$ cat src/rtl/pos_sweep_eval.sv
// pos_sweep_eval
//   Programmable product-of-sums evaluator with an exhaustive input sweeper.
//   F = AND over clauses of (OR over i of pos[c][i]&x[i] | neg[c][i]&~x[i]).
//   An empty clause evaluates to 1. On start every vector 0..2^N_IN-1 is
//   evaluated once, building the truth table tt and the minterm count.
//
//   Optional feature macro: POS_SWEEP_STEP_EN
//     defined   : adds input `step`; a SWEEP cycle advances only when step=1
//     undefined : every SWEEP cycle advances (latency 2^N_IN+1)
//
// Ports
//   clk        clock, rising edge
//   rst_n      asynchronous active-low reset (also clears clause RAM)
//   cfg_we     write clause cfg_idx (ignored while busy)
//   cfg_idx    clause index; values >= N_CLAUSE are ignored
//   cfg_pos    positive-literal mask for the clause
//   cfg_neg    negative-literal mask for the clause
//   start      begin a sweep (sampled only in IDLE)
//   step       advance enable (POS_SWEEP_STEP_EN only)
//   busy       high in SWEEP
//   done       one-cycle pulse after the last vector
//   vec        vector evaluated in the current SWEEP cycle
//   f          registered F of the last evaluated vector
//   ones_cnt   number of vectors with F=1
//   tt         truth table, bit k = F(k)

// One OR-clause. Empty clause is satisfied so unused slots drop out of the AND.
module pos_sweep_clause #(
  parameter int N_IN = 5
) (
  input  logic [N_IN-1:0] i_pos,
  input  logic [N_IN-1:0] i_neg,
  input  logic [N_IN-1:0] i_x,
  output logic            o_sat
);
  logic w_empty;
  logic w_hit;
  assign w_empty = ~(|i_pos) & ~(|i_neg);
  assign w_hit   = |((i_pos & i_x) | (i_neg & ~i_x));
  assign o_sat   = w_empty | w_hit;
endmodule

module pos_sweep_eval #(
  parameter  int N_IN     = 5,
  parameter  int N_CLAUSE = 3,
  localparam int IDX_W    = (N_CLAUSE > 1) ? $clog2(N_CLAUSE) : 1,
  localparam int NV       = 1 << N_IN
) (
  input  logic             clk,
  input  logic             rst_n,
  input  logic             cfg_we,
  input  logic [IDX_W-1:0] cfg_idx,
  input  logic [N_IN-1:0]  cfg_pos,
  input  logic [N_IN-1:0]  cfg_neg,
  input  logic             start,
`ifdef POS_SWEEP_STEP_EN
  input  logic             step,
`endif
  output logic             busy,
  output logic             done,
  output logic [N_IN-1:0]  vec,
  output logic             f,
  output logic [N_IN:0]    ones_cnt,
  output logic [NV-1:0]    tt
);

  typedef enum logic [1:0] {ST_IDLE, ST_SWEEP, ST_DONE} state_t;

  state_t r_state, w_nxt;

  logic [N_CLAUSE-1:0][N_IN-1:0] r_pos;
  logic [N_CLAUSE-1:0][N_IN-1:0] r_neg;
  logic [N_CLAUSE-1:0]           w_sat;

  logic [N_IN-1:0] r_vec;
  logic            r_f;
  logic [N_IN:0]   r_ones;
  logic [NV-1:0]   r_tt;

  logic w_f;
  logic w_adv;
  logic w_last;
  logic w_go;
  logic w_cfg_ok;

  // Clause evaluators, one per clause slot, all looking at the current vector.
  for (genvar c = 0; c < N_CLAUSE; c++) begin : g_cl
    pos_sweep_clause #(.N_IN(N_IN)) u_cl (
      .i_pos (r_pos[c]),
      .i_neg (r_neg[c]),
      .i_x   (r_vec),
      .o_sat (w_sat[c])
    );
  end

  assign w_f      = &w_sat;
  assign w_last   = (r_vec == {N_IN{1'b1}});
  assign w_go     = (r_state == ST_IDLE) && start;
  assign w_cfg_ok = cfg_we && (r_state != ST_SWEEP);

`ifdef POS_SWEEP_STEP_EN
  assign w_adv = (r_state == ST_SWEEP) && step;
`else
  assign w_adv = (r_state == ST_SWEEP);
`endif

  // State register
  always_ff @(posedge clk or negedge rst_n) begin
    if (!rst_n) r_state <= ST_IDLE;
    else        r_state <= w_nxt;
  end

  // Next-state logic
  always_comb begin
    w_nxt = r_state;
    case (r_state)
      ST_IDLE:  if (start) w_nxt = ST_SWEEP;
      ST_SWEEP: if (w_adv && w_last) w_nxt = ST_DONE;
      ST_DONE:  w_nxt = ST_IDLE;
      default:  w_nxt = ST_IDLE;
    endcase
  end

  // Clause RAM. Matching against each legal slot index means an
  // out-of-range cfg_idx simply selects nothing.
  always_ff @(posedge clk or negedge rst_n) begin
    if (!rst_n) begin
      r_pos <= '0;
      r_neg <= '0;
    end else if (w_cfg_ok) begin
      for (int c = 0; c < N_CLAUSE; c++) begin
        if (cfg_idx == IDX_W'(c)) begin
          r_pos[c] <= cfg_pos;
          r_neg[c] <= cfg_neg;
        end
      end
    end
  end

  // Sweep datapath: cleared on start, updated on each advancing SWEEP cycle,
  // otherwise held so results stay readable in IDLE.
  always_ff @(posedge clk or negedge rst_n) begin
    if (!rst_n) begin
      r_vec  <= '0;
      r_f    <= 1'b0;
      r_ones <= '0;
      r_tt   <= '0;
    end else if (w_go) begin
      r_vec  <= '0;
      r_ones <= '0;
      r_tt   <= '0;
    end else if (w_adv) begin
      r_tt[r_vec] <= w_f;
      r_f         <= w_f;
      r_ones      <= r_ones + (N_IN+1)'(w_f);
      r_vec       <= r_vec + N_IN'(1);
    end
  end

  assign busy     = (r_state == ST_SWEEP);
  assign done     = (r_state == ST_DONE);
  assign vec      = r_vec;
  assign f        = r_f;
  assign ones_cnt = r_ones;
  assign tt       = r_tt;

endmodule

$ cat config.mk
export PLATFORM = sky130hd
export DESIGN_NAME = pos_sweep_eval
export DESIGN_NICKNAME = d
export VERILOG_FILES = /design/src/rtl/pos_sweep_eval.sv
export SDC_FILE = /design/constraint.sdc
export NUM_CORES = 1
export LEC_CHECK = 0
export CAP_MARGIN = 20
export CORE_ASPECT_RATIO = 1.4
export CORE_MARGIN = 4
export CORE_UTILIZATION = 26
export DETAILED_ROUTE_END_ITERATION = 8
export HOLD_SLACK_MARGIN = 0.02
export PLACE_DENSITY = 0.44
export SYNTH_ARGS = -nofsm -noshare
export SYNTH_HDL_FRONTEND = slang
export SYNTH_SLANG_ARGS = --single-unit
$ cat constraint.sdc
create_clock -name clk -period 2.6 [get_ports clk]
set_clock_uncertainty 0.05 [all_clocks]
set_input_delay 0.26 -clock clk [delete_from_list [all_inputs] [get_ports clk]]
set_output_delay 0.26 -clock clk [all_outputs]
set_load 0.01 [all_outputs]
==> Yosys cells after proc, flatten, opt, wreduce, memory -nomap -nowiden <==
Index checks and enable logic that the tools add are counted.
{ "classes": {"mux": 12, "n_reduce_logical": 22, "n_eq_ne": 8, "n_addsub": 2, "n_lt_le_gt_ge": 2, "bitwise": 23} }
{ "ops": {"columns": ["op", "count"], "rows": [
  ["$mux W32", 2],
  ["$reduce_or A5 Y1", 9],
  ["$bwmux W32", 1],
  ["$and A5 B5 Y5", 6],
  ["$or A5 B5 Y5", 3],
  ["$mux W6", 2],
  ["$mux W5", 2],
  ["$reduce_and A2 Y1", 5],
  ["$not A1 Y1", 7],
  ["$add A6 B1 Y6", 1],
  ["$lt A5 B6 Y1 const B", 1],
  ["$add A5 B1 Y5 const B", 1],
  ["$demux W1 S5", 1],
  ["$eq A5 B5 Y1 const B", 1],
  ["$ge A5 B1 Y1 const B", 1],
  ["$not A5 Y5", 1],
  ["$eq A2 B1 Y1 const B", 2],
  ["$eq A2 B2 Y1 const B", 2],
  ["$logic_and A1 B1 Y1", 4],
  ["$logic_not A2 Y1", 2],
  ["$mux W2", 2],
  ["$ne A2 B1 Y1 const B", 2],
  ["$pmux W2 S2", 1],
  ["$and A1 B1 Y1", 3],
  ["other kinds (5)", 7]
]} }
{ "word_totals": {"register_bits": 76, "out_inout_bits": 46} }

==> Logic depth before layout (Yosys ltp) <==
Gate-level depths: netlist of the first run.
{ "logic_depth": {"word_depth": 9, "mapped_depth": 11} }

==> Cells and area by module <==
Synthesis of the first run repeated with hierarchy kept, for this count alone.
{ "unflattened": {"hier_cells": 305, "area_unflattened_um2": 3721.1} }
{ "modules_own_cells": {"columns": ["module", "instances", "area_per_inst_um2", "seq_area_each_um2", "cells_per_inst"], "rows": [
  ["pos_sweep_eval", 1, 3432.0, 1901.8, 272],
  ["pos_sweep_clause", 3, 96.3, 0.0, 11]
]} }

==> Worst setup path before layout of the first run <==
OpenSTA, ideal clock, no wires.
{ "synth_path": {"kind": "flip-flop to flip-flop", "start": "register r_vec[4] (netlist: vec[4])", "end": "register r_ones[2] (netlist: ones_cnt[2])", "path_buffers": 2, "stages_incl_launch_ff": 11, "t_arrival_ns": 2.551, "setup_slack_ns": -0.078, "setup_ns": 0.077, "t_required_ns": 2.473, "period_less_slack_ns": 2.678, "path_cell_list": "dfrtp_1 -> clkbuf_1 -> mux2i_1 -> nand2_1 -> nor3_1 -> clkbuf_1 -> nor3_1 -> ha_1 -> ha_1 -> o21a_1 -> a21oi_1"} }
{ "synth_between": {"elab_chain_len": 9, "elab_cells_between_ends": 20} }
{ "synth_rtl": {"columns": ["item", "line_no", "text"], "rows": [
  ["start, declared", "75", "logic [N_IN-1:0] r_vec;"],
  ["start signal, assigned", "156", "r_vec <= r_vec + N_IN'(1);"],
  ["$not A5 Y5", "39", "assign w_hit = |((i_pos & i_x) | (i_neg & ~i_x));"],
  ["$and A5 B5 Y5", "39", null],
  ["$or A5 B5 Y5", "39", null],
  ["$reduce_or A5 Y1", "39", null],
  ["$or A1 B1 Y1", "40", "assign o_sat = w_empty | w_hit;"],
  ["$reduce_and A3 Y1 *", "96", "assign w_f = &w_sat;"],
  ["named net w_f", "80", "logic w_f;"],
  ["$add A6 B1 Y6 *", "155", "r_ones <= r_ones + (N_IN+1)'(w_f);"],
  ["$mux W6 *", "152", "end else if (w_adv) begin"],
  ["$mux W6 *", "148", "end else if (w_go) begin"],
  ["end signal, assigned", "155", null],
  ["end, declared", "77", "logic [N_IN:0] r_ones;"]
]} }
Mark *: on every way through the listed nets, which the timed path passes. The rest lies on a longest branch. The select of a mux whose other input is x is not followed.
A chain may end at the register's enable or synchronous reset.

==> Worst setup path in the final report of the first run <==
{ "layout_path": {"start": "register r_pos[14] (netlist bit)", "end": "register r_ones[5] (netlist: ones_cnt[5])"} }
{ "layout_between": {"elab_chain_len": 8, "elab_cells_between_ends": 11} }
{ "layout_rtl": {"columns": ["item", "line_no", "text"], "rows": [
  ["start, declared", "71", "logic [N_CLAUSE-1:0][N_IN-1:0] r_pos;"],
  ["start signal, assigned by index", "133", "r_pos[c] <= cfg_pos;"],
  ["$and A5 B5 Y5 / $reduce_or A5 Y1 (equally long branches)", "39, 38", null],
  ["$or A5 B5 Y5 / $not A1 Y1 (equally long branches)", "39, 38", null],
  ["$reduce_or A5 Y1 / $and A1 B1 Y1 (equally long branches)", "39, 38", null],
  ["$or A1 B1 Y1 *", "40", null],
  ["$reduce_and A3 Y1 *", "96", null],
  ["named net w_f", "80", null],
  ["$add A6 B1 Y6 *", "155", null],
  ["$mux W6 *", "152", null],
  ["$mux W6 *", "148", null]
]} }
Marks and branches as above.

==> results of run 1 <==
worst max-delay path: stages, from the launching register on:
cell and delay [ps]:
dfrtp_1 380, or4_1 540, nor4_2 230, buf_4 160
nor3_4 40, nor3_2 240, ha_2 220, nand4_1 160
o211ai_1 220, o31ai_1 100
final timing paths:
check	startpoint	endpoint	cells after the start
setup / recovery	r_pos[14]$_DFFE_PN0P_	ones_cnt[5]$_DFFE_PN0P_	9
hold / removal	rst_n	tt[26]$_DFFE_PN0P_	2
hold reg to reg	f$_DFFE_PN0P_	f$_DFFE_PN0P_	2
max in group asynchronous	rst_n	tt[7]$_DFFE_PN0P_	3
min in group clk	f$_DFFE_PN0P_	f$_DFFE_PN0P_	2
setup reg to reg	r_pos[14]$_DFFE_PN0P_	ones_cnt[5]$_DFFE_PN0P_	9
cell usage after synthesis:
library cell	instances	area (um^2)
or4_1	5	37.5
nand4b_1	2	17.5
or3b_2	4	35.0
ha_1	7	87.6
nand3_1	21	105
clkbuf_1	26	97.6
dfrtp_1	76	1900
nor2_1	27	101
nor4_4	1	21.3
and3_1	2	12.5
or4_4	1	11.3
nor2b_1	1	6.26
inv_1	3	11.3
mux2i_1	16	160
o41ai_1	9	78.8
nor4_1	2	12.5
nor3_1	3	15.0
mux2_2	30	338
o21ai_1	2	10.0
o21ai_0	2	10.0
or2_2	1	6.26
buf_1	5	18.8
a21oi_1	2	10.0
o211ai_1	30	225
or3_1	1	6.26
and2_1	1	6.26
o31ai_1	49	368
nand2_1	18	67.6
clkinv_1	1	3.75
nand3b_1	6	45.0
o21a_1	2	15.0
nand4_1	3	18.8
nand2b_1	1	6.26
buf_2	5	25.0
nor3_2	2	20.0
cells by family (layout without fill, tap and decap cells):
group / after synthesis / in the layout / synth area share
muxes: 46 / 46 / 0.127
adders and majority gates: 7 / 7 / 0.0224
buffers and inverters: 40 / 100 / 0.0400
and+or+nand+nor: 102 / 102 / 0.141
DFF: 76 / 76 / 0.486
AOI/OAI and AO/OA: 96 / 96 / 0.183
cell usage in the layout, fill, tap and decap left out, types with 5 or more instances in the layout:
cell type        Yosys  routed
o31ai_1             49      49
nor2_1              27      27
nand2_1             18      18
o211ai_1            30      30
mux2i_1             16      16
buf_4                0      19
dfrtp_1             76      76
mux2_2              30      30
ha_1                 7       6
or4_1                5       5
nand3_1             21      21
clkdlybuf4s50_1      0      60
nand3b_1             6       6
clkbuf_16            0       9
o41ai_1              9       9
timing repair:
item                       CTS  global route
hold endpoints to repair    39             0
hold buffers                 1             0
setup endpoints to repair    0             4
gates resized for setup      0             4
power by group through the flow:
stage | registers [mW] | logic, mW | clock network (mW)
4_1_cts | 2.16 | 3.48 | 1.21
2_1_floorplan | 2.09 | 2.03 | 0
3_5_place_dp | 2.18 | 3.46 | 0
3_3_place_gp | 2.17 | 3.44 | 0
6_report | 2.15 | 3.47 | 1.18
5_1_grt | 2.23 | 3.81 | 1.27
metal layers:
metal | track usage | vias to the layer above | wire length [um]
li1 | - | 1509 | -
met1 | 0.169 | 1560 | 4830
met2 | 0.230 | 96 | 5780
met3 | 0.0372 | 14 | 605
met4 | 0.0481 | 0 | 204
met5 | 0 | - | 0
stage by stage:
step | setup WS, ps | util
floorplan | 34.8 | -
global placement | 98.2 | 0.327
detailed placement | 58.5 | 0.327
CTS | 56.9 | 0.347
global route | -59.6 | 0.348
finish | 120 | 0.348
flip-flops by register name, indices dropped and copies added, names as in the netlist:
register and cells:
tt 32, r_neg 15, r_pos 15, ones_cnt 6
vec 5, r_state 2, f 1
layout make-up:
cell class	instances	area [um^2]
fillers	1476	9540
flip-flops and latches	76	1900
multi-input cells	251	1890
repair buffers	81	773
clock buffers	11	253
well taps	189	236
clock inverters	4	25.0
inverters	4	15.0
==> impl_results.md, run 1 <==
* Cells after Synth at 367
* Logic pwr share at 0.510
* Cell variety after synth at 35
* Final hold vios at 0
* Slew margin rel. at 0.578
* Startpoint Class: flip-flop
* Seq/Total Area, Yosys at 0.486
* Number of detailed-route iterations in the first pass at 4
* WHS at 427 ps
* Area of the die at 17100 um^2
* Post-CTS Setup Repair Bufs at 0
* Maxcap violations at 0
* Ant diodes at 0
* Worst-Margin Slew at 631 ps
* Max clock buf depth at 2
* Clock sink count at 76
* P_leak at 2.10 nW
* Vias in the first global route at 3231
* CTS tree: built
* Syn-to-layout area delta at 30.2%
* Worst setup path category: flip-flop to flip-flop
* Num CTS Buffers at 9
* Endpoints failing setup at 0
* Clock slew at reported path FFs at 60 ps
* Root buf cell: clkbuf_16
* Power, Total at 6.80 mW
* Flop-to-flop setup slack at 120 ps
* Setup crit end kind: flip-flop
* # IOs at 62
* Gpl congestion at 0.761
* Max Fanout on Critical Path at 4
* Detailed Route WL at 11400 um
* Clock network fraction of total power at 0.174
* Placed insts at 600
* Layout cell share with drive strength beyond 1 at 0.187
* Net count, final at 446
* Post-Syn Area at 3910 um^2
* 1st-iter DRT viols at 79
* Placed cell area at 4790 um^2
* Min Tclk post-route at 2480 ps
* Pin count of the biggest net entering global routing at 42
* Post-route cell area at 5090 um^2
* Max-slew violations at 0
* Power Density at 1330 nW/um^2
* Post-DP HPWL at 8010 um
* Vias per cell at 5.16
* Initial core utilization at 0.267
* Number of buffers added on ports at 61
* Sequential Power Share at 0.316
* WP data required at 2760 ps
* Die width at 112 um
* Core area at 14600 um^2
* Non-Filler Instances at 616
* Synth Register Bits at 76
* Initial antenna violation count at 0
* Fmax at 403 MHz
* Fin Setup TNS at 0 ps
* Yosys warnings at 0
* Worst EP arrival at 2640 ps
* Net count after synthesis at 390
* First-pass GRT wire length at 18500 um
* Hold Path Class: input pin to async pin
* Worst-Skew Late Latency at 340 ps
* Total congestion overflow at 0
* Synth Area per Inst at 10.7 um^2
* Switching Share at 0.437
* Post-route clock period utilization at 0.954
* Gr usage total at 0.137
* Number of remaining DRC errors at 0
* Routed WL per cell at 18.5 um
* Num rows at 52
* Switching pwr at 2.97 mW
* Worst IR Drop VDD at 0.524 mV
* Internal power at 3.83 mW
* Die Ht at 153 um
* Status: finished clean
* Routed Antenna Nets at 0
* Htree depth at 3
* DR vias at 3179
No activity file was read; power rests on OpenSTA's default activity.
==> inputs of run 2 (changes only) <==
CORE_UTILIZATION = 49   (was 26)
HOLD_SLACK_MARGIN = 0.08   (was 0.02)
PLACE_DENSITY = 0.75   (was 0.44)
==> run 2 against run 1 <==
Effect of this change: non-clock buffer count shrank 1; core utilization increased by 28 points; critical endpoint unchanged; highest routed layer unchanged; via count grew 2.0%; design area fell by 4.5%; sequential power decreased by 3%; register-to-register slack improved by 70 ps.
==> impl_results.md, run 2 (synthesized netlist as in run 1, its figures left out) <==
* Status: finished clean
* Reg2Reg Launch Point: r_neg[11]$_DFFE_PN0P_
* Layout cell share with drive strength beyond 1 at 0.176 (-0.0117)
* Worst-Margin Slew at 746 ps (+116 ps)
* Pin count of the biggest net entering global routing at 36 (-14%)
* Commonest non-fill, non-tap cells in the layout: dfrtp_1 (76), clkdlybuf4s50_1 (60), o31ai_1 (49), mux2_2 (30), o211ai_1 (30)
* Cell count along the critical path at 8 (-1)
* Vias in the first global route at 3146 (-2.6%)
* DR vias at 3242 (+2.0%)
* Initial antenna violation count at 0 (unchanged)
* Logic pwr share at 0.527 (+0.017)
* Root buf cell: clkbuf_8
* R2R Path End: ones_cnt[5]$_DFFE_PN0P_
* Area of the die at 9500 um^2 (-44%)
* Flop-to-flop setup slack at 190 ps (+70 ps)
* Gr usage total at 0.214 (+0.0773)
* Crit path max-delay cell type: or4_1
* Clock sink count at 76 (unchanged)
* Min Tclk post-route at 2410 ps (-65.4 ps)
* Internal power at 3.59 mW (-6.4%)
* Switching Share at 0.437 (about the same)
* Routed WL per cell at 18.4 um (-0.82%)
* Slew margin rel. at 0.502 (-0.0759)
* Fmax at 414 MHz (+2.7%)
* WP data required at 2790 ps (+30 ps)
* 1st-iter DRT viols at 361 (+360%)
* Die Ht at 114 um (-26%)
* Post-DP HPWL at 7020 um (-12%)
* Sequential Power Share at 0.328 (+0.012)
* Hold Path Class: flip-flop to flip-flop
* Worst r2r path cells at 8 (-1)
* Endpoints failing setup at 0 (unchanged)
* Gpl congestion at 0.851 (+12%)
* # IOs at 62 (unchanged)
* Non-Filler Instances at 527 (-14%)
* Startpoint Class: flip-flop
* Num rows at 38 (-27%)
* Net count, final at 445 (-0.22%)
* Worst setup path category: flip-flop to flip-flop
* Core area at 7750 um^2 (-47%)
* Max reg flops at 32 (unchanged)
* Worst IR Drop VDD at 0.749 mV (+43%)
* Number of buffers added on ports at 61 (unchanged)
* Vias per cell at 6.15 (+19%)
* Crit. Startpoint: r_neg[11]$_DFFE_PN0P_
* WP buf/inv at 0 (-1)
* Crit-path cells: or4_1 > nor4_1 > nor3_4 > nor3_1 > ha_1 > nand4_1 > o211ai_1 > o31ai_1
* Htree depth at 3 (unchanged)
* Final hold vios at 0 (unchanged)
* P_leak at 2.06 nW (-2.2%)
* Clock slew at reported path FFs at 80 ps (+20 ps)
* Commonest non-fill, non-tap cell in the layout: dfrtp_1
* Maxcap violations at 0 (unchanged)
* First-pass GRT wire length at 16000 um (-14%)
* Switching pwr at 2.78 mW (-6.4%)
* Placed insts at 510 (-15%)
* Crit path to: ones_cnt[5]$_DFFE_PN0P_
* Number of detailed-route iterations in the first pass at 5 (+1)
* Max clock buf depth at 2 (unchanged)
* Num CTS Buffers at 9 (unchanged)
* Power Density at 1310 nW/um^2 (-1.9%)
* Number of remaining DRC errors at 0 (unchanged)
* Syn-to-layout area delta at 24.4%
* RSZ-0062 raised after global routing: false
* CTS tree: built
* Setup crit end kind: flip-flop
* Initial core utilization at 0.505 (+0.238)
* Fin Setup TNS at 0 ps (unchanged)
* Worst EP arrival at 2610 ps (-30 ps)
* Top delay family on crit path: simple AND/OR/NAND/NOR gates
* Critical Path Max Stage Delay at 500 ps (-40 ps)
* Clock network fraction of total power at 0.145 (-0.029)
* Routed Antenna Nets at 0 (unchanged)
* Die width at 83.5 um (-25%)
* Worst-Skew Late Latency at 360 ps (+20 ps)
* Post-route clock period utilization at 0.929 (-0.0252)
* Max Fanout on Critical Path at 4 (unchanged)
* Detailed Route WL at 9690 um (-15%)
* Ant diodes at 0 (unchanged)
* Total congestion overflow at 0 (unchanged)
* Post-CTS Setup Repair Bufs at 0 (unchanged)
* Max-slew violations at 0 (unchanged)
-- run 2: cell types whose count changed in the layout (fill, tap and decap cells not counted), moves of 2 or more --
cell / change
nor4_1: +2
nor4_2: -2
clkbuf_8: +9
clkbuf_16: -9
-- run 2: worst min path at each step --
| stage | start | endpoint | cells after the start |
|---|---|---|---|
| 3_5_place_dp | rst_n | ones_cnt[5]$_DFFE_PN0P_ | 1 |
| 4_1_cts | ones_cnt[5]$_DFFE_PN0P_ | ones_cnt[5]$_DFFE_PN0P_ | 1 |
| 5_1_grt | f$_DFFE_PN0P_ | f$_DFFE_PN0P_ | 2 |
| 3_3_place_gp | rst_n | ones_cnt[5]$_DFFE_PN0P_ | 1 |
| 2_1_floorplan | rst_n | f$_DFFE_PN0P_ | 0 |
| 6_report | f$_DFFE_PN0P_ | f$_DFFE_PN0P_ | 2 |
-- run 2: routing by layer --
metal,vias up,part of all wire,track usage
met2,109,0.55,0.392
met5,-,0,0
met4,0,0.016,0.0783
met3,13,0.054,0.0426
met1,1614,0.38,0.248
li1,1506,-,-
-- run 2: metrics by stage --
step	cell area [um^2]	setup WS (ps)	utilization	power [mW]	hold WS (ps)
after floorplan	3920	34.8	-	4.12	-85.6
after global placement	4650	224	0.600	5.35	282
after detailed placement	4650	152	0.600	5.45	300
after CTS	4870	161	0.628	6.38	449
after global routing	4870	4.04	0.628	6.82	485
final	4870	185	0.628	6.36	445
-- run 2: tightest hold or removal path: cells and delay by family (launching register included) --
kind	cells	cell delay, ps
AO/OA/AOI/OAI	1	50
AND/OR/NAND/NOR	1	50
flip-flops	1	360
-- run 2: final cells by class --
cell class	instances	area [um^2]
clock buffer	12	155
clock inverter	4	47.5
fill	626	2880
inverter	4	15.0
multi-input combinational	251	1870
sequential	76	1900
tap	100	125
timing repair buffer	80	751
-- run 2: power groups by stage --
stage | Sequential (mW) | Clock [mW] | Combinational, mW
final | 2.09 | 0.924 | 3.35
after global routing | 2.15 | 0.994 | 3.67
after CTS | 2.09 | 0.939 | 3.35
after detailed placement | 2.11 | 0 | 3.34
after global placement | 2.09 | 0 | 3.27
after floorplan | 2.09 | 0 | 2.03
-- run 2: what timing repair did --
action	CTS	global route
endpoints found under the hold margin	30	0
gates resized for setup	0	0
hold buffers	1	0
